===== config.mk =====
export PLATFORM = sky130hd
export DESIGN_NAME = mixer_gain_ctrl
export DESIGN_NICKNAME = d
export VERILOG_FILES = /design/src/rtl/mixer_pkg.sv /design/src/rtl/gain_ramp.sv /design/src/rtl/mixer_gain_ctrl.sv
export SDC_FILE = /design/constraint.sdc
export NUM_CORES = 1
export LEC_CHECK = 0
export ABC_AREA = 1
export BUFFER_PORTS_ARGS = -buffer_cell sky130_fd_sc_hd__buf_2
export CAP_MARGIN = 20
export CORE_MARGIN = 4
export CORE_UTILIZATION = 42
export DETAILED_ROUTE_END_ITERATION = 10
export GPL_TIMING_DRIVEN = 0
export HOLD_SLACK_MARGIN = 0.15
export PLACE_DENSITY = 0.61
export SYNTH_ARGS = -nofsm -noshare
export SYNTH_HDL_FRONTEND = slang
export SYNTH_SLANG_ARGS = --single-unit

===== constraint.sdc =====
create_clock -name clk -period 3.68 [get_ports clk]
set_input_delay 0.184 -clock clk [delete_from_list [all_inputs] [get_ports clk]]
set_output_delay 0.184 -clock clk [all_outputs]
set_load 0.05 [all_outputs]

===== src/rtl/mixer_pkg.sv =====
// -----------------------------------------------------------------------------
// mixer_pkg
// Shared constants and types for the 4-channel mixer gain controller.
//   GW    : gain word width, unsigned 4.4 fixed point
//   NCH   : number of mixer channels
//   CW    : channel index width
//   AW    : limiter attenuation level width
//   UNITY : 1.0 in 4.4 format
// -----------------------------------------------------------------------------
package mixer_pkg;

    localparam int GW  = 8;
    localparam int NCH = 4;
    localparam int CW  = 2;
    localparam int AW  = 2;

    localparam logic [GW-1:0] UNITY = 8'h10;

    typedef logic [GW-1:0] gain_t;
    typedef logic [AW-1:0] att_t;

    // Direction a channel's gain moves on the current clk.
    typedef enum logic [1:0] {
        STEP_HOLD,
        STEP_UP,
        STEP_DOWN
    } step_e;

    // Target the ramp actually heads for: muted channels go to silence,
    // otherwise each limiter level halves the programmed gain.
    function automatic gain_t eff_gain(input gain_t tgt, input att_t att, input logic mute);
        return mute ? '0 : (tgt >> att);
    endfunction

endpackage


===== src/rtl/gain_ramp.sv =====
// -----------------------------------------------------------------------------
// gain_ramp
// One mixer channel: holds the CPU-programmed target gain and the current
// gain, and walks the current gain one LSB at a time toward the effective
// target (target after mute and limiter attenuation).
// Ports:
//   clk, rst      : clock, synchronous active-high reset
//   we_i, wdata_i : target write strobe and new 4.4 target
//   att_i, mute_i : limiter level and mute, applied to the target
//   up_tick_i     : permission to step upward this clk
//   dn_tick_i     : permission to step downward this clk
//   gain_o        : current gain
//   busy_o        : current gain differs from effective target
// -----------------------------------------------------------------------------
module gain_ramp
    import mixer_pkg::*;
#(
    parameter gain_t RST_TGT = UNITY
) (
    input  logic          clk,
    input  logic          rst,
    input  logic          we_i,
    input  logic [GW-1:0] wdata_i,
    input  logic [AW-1:0] att_i,
    input  logic          mute_i,
    input  logic          up_tick_i,
    input  logic          dn_tick_i,
    output logic [GW-1:0] gain_o,
    output logic          busy_o
);

    gain_t target_q, target_d;
    gain_t gain_q, gain_d;
    gain_t eff;
    step_e step;

    always_comb begin
        // The comparison always uses the registered target, so a write that
        // lands on a tick clk only takes effect from the following clk.
        eff  = eff_gain(target_q, att_i, mute_i);
        step = STEP_HOLD;
        if (gain_q < eff && up_tick_i) begin
            step = STEP_UP;
        end else if (gain_q > eff && dn_tick_i) begin
            step = STEP_DOWN;
        end
        // Stepping only toward eff means no overshoot and no wrap at the ends.
        case (step)
            STEP_UP:   gain_d = gain_q + 1'b1;
            STEP_DOWN: gain_d = gain_q - 1'b1;
            default:   gain_d = gain_q;
        endcase
        target_d = we_i ? wdata_i : target_q;
    end

    always_ff @(posedge clk) begin
        if (rst) begin
            target_q <= RST_TGT;
            gain_q   <= '0;
        end else begin
            target_q <= target_d;
            gain_q   <= gain_d;
        end
    end

    assign gain_o = gain_q;
    assign busy_o = (gain_q != eff);

endmodule


===== src/rtl/mixer_gain_ctrl.sv =====
// -----------------------------------------------------------------------------
// mixer_gain_ctrl
// Run-time gain controller feeding the 4-channel unsigned mixer. Produces
// four 4.4 gains that ramp smoothly toward CPU-written targets, with mute and
// a peak-driven limiter that attenuates all channels by right shifts.
// Ports:
//   clk, rst        : clock, synchronous active-high reset
//   cen             : mixer clock enable; all timing counters advance on it
//   wr, waddr, wdata: target write (not gated by cen)
//   mute            : force all effective targets to 0
//   peak            : mixer overflow flag, sampled when cen=1
//   gain0..gain3    : current per-channel gains
//   att             : current limiter attenuation level
//   ramping         : registered "some gain is still moving"
// -----------------------------------------------------------------------------
module mixer_gain_ctrl
    import mixer_pkg::*;
#(
    parameter int          UP_DIV    = 256,
    parameter int          DN_DIV    = 16,
    parameter int          PEAK_HOLD = 1024,
    parameter int          MAX_ATT   = 3,
    parameter logic [7:0]  RST_TGT   = 8'h10
) (
    input  logic          clk,
    input  logic          rst,
    input  logic          cen,
    input  logic          wr,
    input  logic [CW-1:0] waddr,
    input  logic [GW-1:0] wdata,
    input  logic          mute,
    input  logic          peak,
    output logic [GW-1:0] gain0,
    output logic [GW-1:0] gain1,
    output logic [GW-1:0] gain2,
    output logic [GW-1:0] gain3,
    output logic [AW-1:0] att,
    output logic          ramping
);

    // Widths sized with +1 so a divider of 1 still gets a 1-bit counter.
    localparam int UW = $clog2(UP_DIV + 1);
    localparam int DW = $clog2(DN_DIV + 1);
    localparam int HW = $clog2(PEAK_HOLD + 1);

    localparam logic [UW-1:0] UP_LAST   = UW'(UP_DIV - 1);
    localparam logic [DW-1:0] DN_LAST   = DW'(DN_DIV - 1);
    localparam logic [HW-1:0] HOLD_INIT = HW'(PEAK_HOLD - 1);
    localparam logic [AW-1:0] ATT_MAX   = AW'(MAX_ATT);

    logic [UW-1:0] up_cnt_q, up_cnt_d;
    logic [DW-1:0] dn_cnt_q, dn_cnt_d;
    logic [HW-1:0] hold_q, hold_d;
    logic [AW-1:0] att_q, att_d;
    logic          ramping_q;
    logic          up_tick, dn_tick;

    gain_t            gain_w [NCH];
    logic [NCH-1:0]   busy_w;

    // Step-rate dividers.
    always_comb begin
        up_tick  = cen && (up_cnt_q == UP_LAST);
        dn_tick  = cen && (dn_cnt_q == DN_LAST);
        up_cnt_d = up_cnt_q;
        dn_cnt_d = dn_cnt_q;
        if (cen) begin
            up_cnt_d = up_tick ? '0 : up_cnt_q + 1'b1;
            dn_cnt_d = dn_tick ? '0 : dn_cnt_q + 1'b1;
        end
    end

    // Limiter: attack one level per peaked cen, release one level after
    // PEAK_HOLD peak-free cen ticks.
    always_comb begin
        att_d  = att_q;
        hold_d = hold_q;
        if (cen) begin
            if (peak) begin
                att_d  = (att_q == ATT_MAX) ? att_q : att_q + 1'b1;
                hold_d = HOLD_INIT;
            end else if (hold_q == '0) begin
                att_d  = (att_q == '0) ? att_q : att_q - 1'b1;
                hold_d = HOLD_INIT;
            end else begin
                hold_d = hold_q - 1'b1;
            end
        end
    end

    always_ff @(posedge clk) begin
        if (rst) begin
            up_cnt_q  <= '0;
            dn_cnt_q  <= '0;
            hold_q    <= HOLD_INIT;
            att_q     <= '0;
            ramping_q <= 1'b0;
        end else begin
            up_cnt_q  <= up_cnt_d;
            dn_cnt_q  <= dn_cnt_d;
            hold_q    <= hold_d;
            att_q     <= att_d;
            ramping_q <= |busy_w;
        end
    end

    // One ramp per channel; write decode selects which target takes wdata.
    generate
        for (genvar gi = 0; gi < NCH; gi++) begin : g_ch
            gain_ramp #(
                .RST_TGT (RST_TGT)
            ) u_ramp (
                .clk       (clk),
                .rst       (rst),
                .we_i      (wr && (waddr == CW'(gi))),
                .wdata_i   (wdata),
                .att_i     (att_q),
                .mute_i    (mute),
                .up_tick_i (up_tick),
                .dn_tick_i (dn_tick),
                .gain_o    (gain_w[gi]),
                .busy_o    (busy_w[gi])
            );
        end
    endgenerate

    assign gain0   = gain_w[0];
    assign gain1   = gain_w[1];
    assign gain2   = gain_w[2];
    assign gain3   = gain_w[3];
    assign att     = att_q;
    assign ramping = ramping_q;

endmodule


==> flow_summary.yaml, run 1 <==
grt:
  grt_max_degree: 16
  grt_pass1_wl_um: 25100
  gr-total-overflow: 0
  grt_pass1_vias: 5240
  grt_use_total_pct: 18.9
  antenna_found_initial: 0
logic_synthesis:
  synth_cell_types: 41
  synth_nets: 955
  synth_seq_cells: 92
  synthArstFlopShare_pct: 0
  synthCells: 876
  syn_avg_cell_area_sq_um: 6.96
  yosys_warnings: 0
  ys_seq_area_share_pct: 30.2
  synth-edff-count: 0
  netlist_area_sq_um: 6100
  synth_ff_type: "dfxtp_1"
floorplan:
  die_h_um: 129
  initial_core_util_pct: 43.4
  core_sq_um: 14000
  die_x_um: 129
  ioPinCount: 51
  rows: 43
  die-area_sq_um: 16500
sta:
  fmax_ghz: 0.294
  finalCritPeriodShare_pct: 92.4
  final-max-slew-violation-count: 0
  hold_violations: 0
  skew_ps: 5.79
  relSlewSlack_pct: 53.2
  fin_crit_ps: 3400
  worst_slew_pin_slew_ps: 696
  finalSetupViolCount: 0
clock_network:
  cts_tree: "done"
  clock-sinks: 92
  cts-buffers-inserted: 9
  cts_root_buf: "clkbuf_16"
  h-tree-depth: 3
  cts_buffer_depth: 2
  clk_pin_slew_ps: 70
  clock_latency_ps: 350
min_path:
  whs_path_depth: 3
  min_path_type: "in -> reg"
  hp-start: "wdata[1]"
  min_to: "g_ch[2].u_ramp.target_q[1]$_SDFFE_PP0P_"
pwr:
  power.leakage_uw: 0.00358
  power_frac_seq_pct: 46.7
  ir_worst_vdd_v: 0.000190
  p_comb_share_pct: 13.3
  cellPowerDensity_nw_per_um2: 312
  p_switching_uw: 625
  clkPwrFrac_pct: 40.0
  p_int_uw: 1600
  p_sw_share_pct: 28.1
critical_path:
  crit_arrival_ps: 3690
  endpoint_kind: "flop"
  worstSetupStartpointType: "flop"
  critical_path_peak_fanout: 10
  crit_top_cell: "nand2_1"
  r2r_start: "att[1]$_SDFFE_PP0P_"
  crit_path_top_delay_cell: "dfxtp_2"
  crit_type: "reg -> reg"
  regToRegSetupSlack_ps: 280
  critPathRequiredTime_ps: 3970
  crit_start: "att[1]$_SDFFE_PP0P_"
  rr_endpoint: "g_ch[3].u_ramp.gain_o[7]$_SDFFE_PP0P_"
  cpPeakStageDelay_ps: 360
  r2r_cells: 22
  worstPathCellList: "nor2_1 > inv_1 > buf_4 > or2_2 > ha_1 > nand2_1 > nor2_2 > nand2_1 > nor2_4 > nor2_4 > nand2_4 > clkinvlp_4 > ha_4 > a21oi_1 > nand2_2 > nand2_1 > nand2_1 > nand3_1 > nand3_1 > nand2_1 > inv_1 > nor2_1"
detailed_routing:
  wirelength_um: 15600
  num_vias: 5711
  drc_errors: 0
  drtPass1Iterations: 5
  drtIter0Drc: 293
  drtAntennaViolNets: 0
  wl_per_cell_um: 13.8
  via_per_inst: 5.05
status:
  outcome: "completed"
cells_and_area:
  area_growth_pct: 16.6
  final_cells: 1130
  final_core_util_pct: 50.6
  nNetsFinal: 1024
  drive_gt1_share_pct: 14.3
  antenna_cells: 0
place:
  dpl.hpwl_um: 11300
  dp_cells: 1105
  gp_congestion: 0.808
  numPortBuffers: 49
flow_run:
  max_cap_violations: 0
[routing by layer]
layer  GRT usage (%)  vias up  routed length (um)
met5               0        -                   0
met4            7.35        0                 341
met3            2.49       20                 518
met2            31.4       96                7030
met1            25.0     2560                7680
li1                -     3035                   -
[area by class of cell]
type	instances	area, sq um
buffer	26	175
clock buffer	10	239
clock inverter	6	40.0
fill	1418	6930
inverter	119	452
multi-input combinational	639	3810
sequential	92	1850
tap	180	225
timing repair buffer	58	325
[worst max-delay path, delay by kind of cell, from the launching register on]
kind | cells | cell delay [ps]
compound gates | 1 | 160
fa+ha+maj | 2 | 600
buf+inv | 4 | 600
flops | 1 | 360
simple gates | 15 | 1610
[cells by family (layout without fill, tap and decap cells)]
group / Yosys count / count (layout) / share of synthesized area, %
xor gates and xnor gates: 26 / 26 / 3.73
adders and majority gates: 63 / 63 / 13.4
buffers and inverters: 145 / 219 / 9.37
and+or+nand+nor: 357 / 357 / 25.4
DFF: 92 / 92 / 30.2
AOI/OAI and AO/OA: 189 / 189 / 17.3
muxes: 4 / 4 / 0.656
[cells in the mapped netlist (all sizes together) (4+ instances only)]
| library cell | n | area, sq um |
|---|---|---|
| xnor2 | 12 | 105 |
| nor2 | 127 | 492 |
| nor3 | 16 | 96.4 |
| a21o | 11 | 82.6 |
| inv | 118 | 443 |
| fa | 4 | 80.1 |
| xor2 | 14 | 123 |
| nand3b | 5 | 37.5 |
| o22ai | 20 | 125 |
| clkbuf | 20 | 75.1 |
| or2 | 5 | 31.3 |
| o32ai | 4 | 35.0 |
| o21ai | 89 | 453 |
| a31oi | 6 | 37.5 |
| a21oi | 56 | 295 |
| buf | 6 | 50.0 |
| ha | 59 | 738 |
| mux2i | 4 | 40.0 |
| nand2 | 147 | 594 |
| nand3 | 50 | 250 |
| nand4 | 6 | 37.5 |
| dfxtp | 92 | 1840 |
[how the worst max path moves through the flow]
stage | slack [ps] | cells past startpoint | end
final | 280 | 22 | g_ch[3].u_ramp.gain_o[7]$_SDFFE_PP0P_
after global routing | -30 | 25 | g_ch[3].u_ramp.gain_o[7]$_SDFFE_PP0P_
after CTS | 4 | 21 | g_ch[1].u_ramp.gain_o[7]$_SDFFE_PP0P_
after detailed placement | -300 | 22 | g_ch[0].u_ramp.gain_o[7]$_SDFFE_PP0P_
after global placement | -280 | 22 | g_ch[0].u_ramp.gain_o[7]$_SDFFE_PP0P_
after floorplan | 90 | 22 | g_ch[1].u_ramp.gain_o[7]$_SDFFE_PP0P_
[power groups by stage]
| stage | sequential, uW | combinational, uW | clock, uW |
|---|---|---|---|
| after floorplan | 1060 | 189 | 0 |
| after global placement | 1060 | 273 | 0 |
| after detailed placement | 1060 | 276 | 0 |
| after CTS | 1040 | 285 | 914 |
| after global routing | 1040 | 334 | 946 |
| final | 1040 | 296 | 889 |
[per-stage QoR]
step	hold WS, ps	worst slack [ps]	setup TNS (ps)	cell area, sq um	power, uW
CTS	156	3.53	0	6920	2230
global placement	442	-282	-1860	6570	1330
global route	171	-33.8	-33.8	7110	2320
finish	173	280	0	7110	2220
detailed placement	447	-305	-2570	6570	1330
floorplan	310	90.2	0	6100	1250
[state kept, by name, summed over array words and instances (netlist names)]
| signal | count |
|---|---|
| g_ch.u_ramp.target_q | 32 |
| up_cnt_q | 9 |
| att | 2 |
| hold_q | 11 |
| dn_cnt_q | 5 |
| ramping | 1 |
| g_ch.u_ramp.gain_o | 32 |
[placed cells by master (no fill, tap or decap), types with 6 or more instances in the layout]
master	n
a21o_1	11
a21oi_1	51
a31oi_1	6
buf_2	51
buf_4	6
clkbuf_1	11
clkbuf_16	9
dfxtp_1	90
ha_1	53
inv_1	109
inv_2	8
nand2_1	134
nand2_2	9
nand3_1	50
nand4_1	6
nor2_1	121
nor3_1	12
o21ai_0	82
o22ai_1	20
xnor2_1	12
xor2_1	14
[what timing repair did]
action | in CTS | in global routing
endpoints found under the hold margin | 11 | 0
hold buffers | 5 | 0
buffers inserted | 0 | 4
setup endpoints to repair | 18 | 17
pin swaps | 0 | 4
gates resized for setup | 13 | 48
No activity file was read; power rests on OpenSTA's default activity.
==> run 2: changes to the inputs <==
- ABC_AREA: 1 -> unset
- SKIP_LAST_GASP: unset -> 1
==> flow_summary.yaml, run 2 <==
status:
  outcome: "complete, but fails checks"
  violations: "setup timing"
min_path:
  hp-start: "cen"
  min_path_type: "in -> reg"
  whs_path_depth: 4
  min_to: "hold_q[8]$_SDFFE_PP1P_"
critical_path:
  crit_path_top_delay_cell: "dfxtp_4"
  critPathRequiredTime_ps: 3920
  r2r_start: "att[0]$_SDFFE_PP0P_"
  critical-path-top-delay-family: "compound AO/OA/AOI/OAI gates"
  worstPathCellList: "buf_12 > clkbuf_16 > buf_12 > nor2_4 > a21oi_2 > or2_4 > ha_4 > a211oi_2 > o21bai_2 > o21ai_4 > clkinv_4 > ha_4 > nand3_1 > o211ai_1 > nor4_2 > nor3_2 > mux2i_1 > mux2_1"
  rr_endpoint: "g_ch[3].u_ramp.gain_o[7]$_SDFFE_PP0P_"
  critPathBufInv: 4
  crit_type: "reg -> reg"
  worstSetupStartpointType: "flop"
  crit_arrival_ps: 4020
  r2r_cells: 18
  endpoint_kind: "flop"
  critical_path_peak_fanout: 10
  cpPeakStageDelay_ps: 360
  regToRegSetupSlack_ps: -100
detailed_routing:
  drtIter0Drc: 341
  via_per_inst: 5.58
  drc_errors: 0
  wirelength_um: 16500
  num_vias: 5572
  wl_per_cell_um: 16.5
  drtPass1Iterations: 4
  drtAntennaViolNets: 0
cells_and_area:
  nNetsFinal: 893
  area_growth_pct: 25.2
  multi_input_area_sq_um: 4370
  final_cell_mix: "nand2_1 (90), dfxtp_1 (90), a21oi_1 (59)"
  fill_cells: 1299
  final_area_sq_um: 7570
  final_core_util_pct: 54.1
  drive_gt1_share_pct: 22.0
  regArea_sq_um: 1850
  antenna_cells: 0
sta:
  hold_violations: 0
  fmax_ghz: 0.265
  finalCritPeriodShare_pct: 103
  relSlewSlack_pct: 47.6
  final.setup.tns_ps: -252
  worst_slew_pin_slew_ps: 787
  fin_hold_ws_ps: 249
  skew_ps: 6.92
  timing.final.ws_setup_ps: -99.8
  finalSetupViolCount: 4
  rsz0062_at_grt: "yes"
  final-max-slew-violation-count: 0
  fin_crit_ps: 3780
logic_synthesis:
  ys_seq_area_share_pct: 30.4
  synth_top_cell_by_area: "dfxtp_1"
  syn_avg_cell_area_sq_um: 8.40
  synth_ff_type: "dfxtp_1"
  synth_nets: 799
  netlist_area_sq_um: 6050
  synthTopCellsByCount: "dfxtp_1 (92), nand2_1 (90), a21oi_1 (68), ha_1 (59), nor2_1 (54)"
  synthCells: 720
  synth.top_cell.area_share_pct: 30.4
  netlist_top_cells_area: "dfxtp_1 (30%), ha_1 (12%), a21oi_1 (5.6%)"
  yosys_warnings: 0
  synth-edff-count: 0
  synth_cell_types: 46
  synth_seq_cells: 92
  synth.most_common_cell: "dfxtp_1"
  synthArstFlopShare_pct: 0
floorplan:
  die_h_um: 128
  die_x_um: 128
  die-area_sq_um: 16400
  core_sq_um: 14000
  rows: 43
  ioPinCount: 51
  initial_core_util_pct: 43.3
place:
  dpl.hpwl_um: 12500
  gp_congestion: 0.841
  numPortBuffers: 50
  dpl_cell_area_sq_um: 6850
clock_network:
  clock-sinks: 92
  cts_root_buf: "clkbuf_16"
  cts-buffers-inserted: 9
  cts_tree: "done"
  clock_latency_ps: 360
  cts_buffer_depth: 2
  h-tree-depth: 3
  clk_pin_slew_ps: 70
pwr:
  p_switching_uw: 585
  p_int_uw: 1650
  p_comb_share_pct: 10.8
  clkPwrFrac_pct: 43.0
  p_sw_share_pct: 26.1
  ir_worst_vdd_v: 0.000186
  power.leakage_uw: 0.00292
  finalPower_uw: 2240
  cellPowerDensity_nw_per_um2: 296
  power_frac_seq_pct: 46.2
grt:
  gr-total-overflow: 0
  grt_pass1_vias: 5364
  grt_use_total_pct: 20.6
  grt_max_degree: 18
  antenna_found_initial: 0
  grt_pass1_wl_um: 27000
flow_run:
  max_cap_violations: 0
[run 2: routing by layer]
layer,part of all wire (%),GRT usage (%)
met4,2.0,7.68
met2,46,32.5
met1,48,28.1
met3,4.3,3.71
met5,0,0
[run 2: cell families (layout without fill, tap and decap cells)]
logic type	after synthesis	in the layout	share of synthesized area, %
AO/OA/AOI/OAI	159	159	15.9
XOR/XNOR	34	34	4.92
adder cells (fa/ha/maj)	63	63	13.5
buffers and inverters	50	149	3.23
flip-flops	92	92	30.4
multiplexers	41	41	9.64
AND/OR/NAND/NOR	281	281	22.3
[run 2: worst min-delay path: stages]
cell and delay [ps]:
buf_2 140, nand3_1 110, xor2_1 80, nand2_1 60
[run 2: power groups by stage]
| stage | combinational, uW | sequential, uW | clock (uW) |
|---|---|---|---|
| 2_1_floorplan | 149 | 1050 | 0 |
| 3_3_place_gp | 213 | 1050 | 0 |
| 3_5_place_dp | 219 | 1050 | 0 |
| 4_1_cts | 239 | 1030 | 989 |
| 5_1_grt | 267 | 1040 | 1030 |
| 6_report | 243 | 1030 | 963 |
[run 2: stage by stage]
step,worst slack (ps),std cells
6_report,-99.8,999
3_3_place_gp,-273,950
5_1_grt,-285,999
3_5_place_dp,-435,950
2_1_floorplan,-36.3,720
4_1_cts,-167,989
[run 2: what timing repair did]
action,4_1_cts,5_1_grt
pin swaps,13,24
buffers inserted,14,11
hold buffers,9,0
gates resized for setup,12,28
hold endpoints to repair,32,0
endpoints found under the setup margin,7,8
[run 2: how the worst max path moves through the flow]
| stage | startpoint | endpoint | slack (ps) | cells past startpoint |
|---|---|---|---|---|
| after floorplan | att[0]$_SDFFE_PP0P_ | g_ch[0].u_ramp.gain_o[7]$_SDFFE_PP0P_ | -40 | 16 |
| after global placement | att[1]$_SDFFE_PP0P_ | g_ch[3].u_ramp.gain_o[7]$_SDFFE_PP0P_ | -270 | 17 |
| after detailed placement | att[1]$_SDFFE_PP0P_ | g_ch[0].u_ramp.gain_o[7]$_SDFFE_PP0P_ | -440 | 17 |
| after CTS | att[0]$_SDFFE_PP0P_ | g_ch[1].u_ramp.gain_o[7]$_SDFFE_PP0P_ | -170 | 16 |
| after global routing | att[0]$_SDFFE_PP0P_ | g_ch[3].u_ramp.gain_o[7]$_SDFFE_PP0P_ | -280 | 16 |
| final | att[0]$_SDFFE_PP0P_ | g_ch[3].u_ramp.gain_o[7]$_SDFFE_PP0P_ | -100 | 18 |
[run 2: layout make-up]
cell class,instances,share of cell area [%]
Timing Repair Buffer,84,6.94
Multi-Input combinational cell,578,57.6
Clock inverter,7,1.11
Clock buffer,9,2.97
Inverter,21,1.35
Buffer,28,2.59
Sequential cell,92,24.4
Tap cell,180,2.97
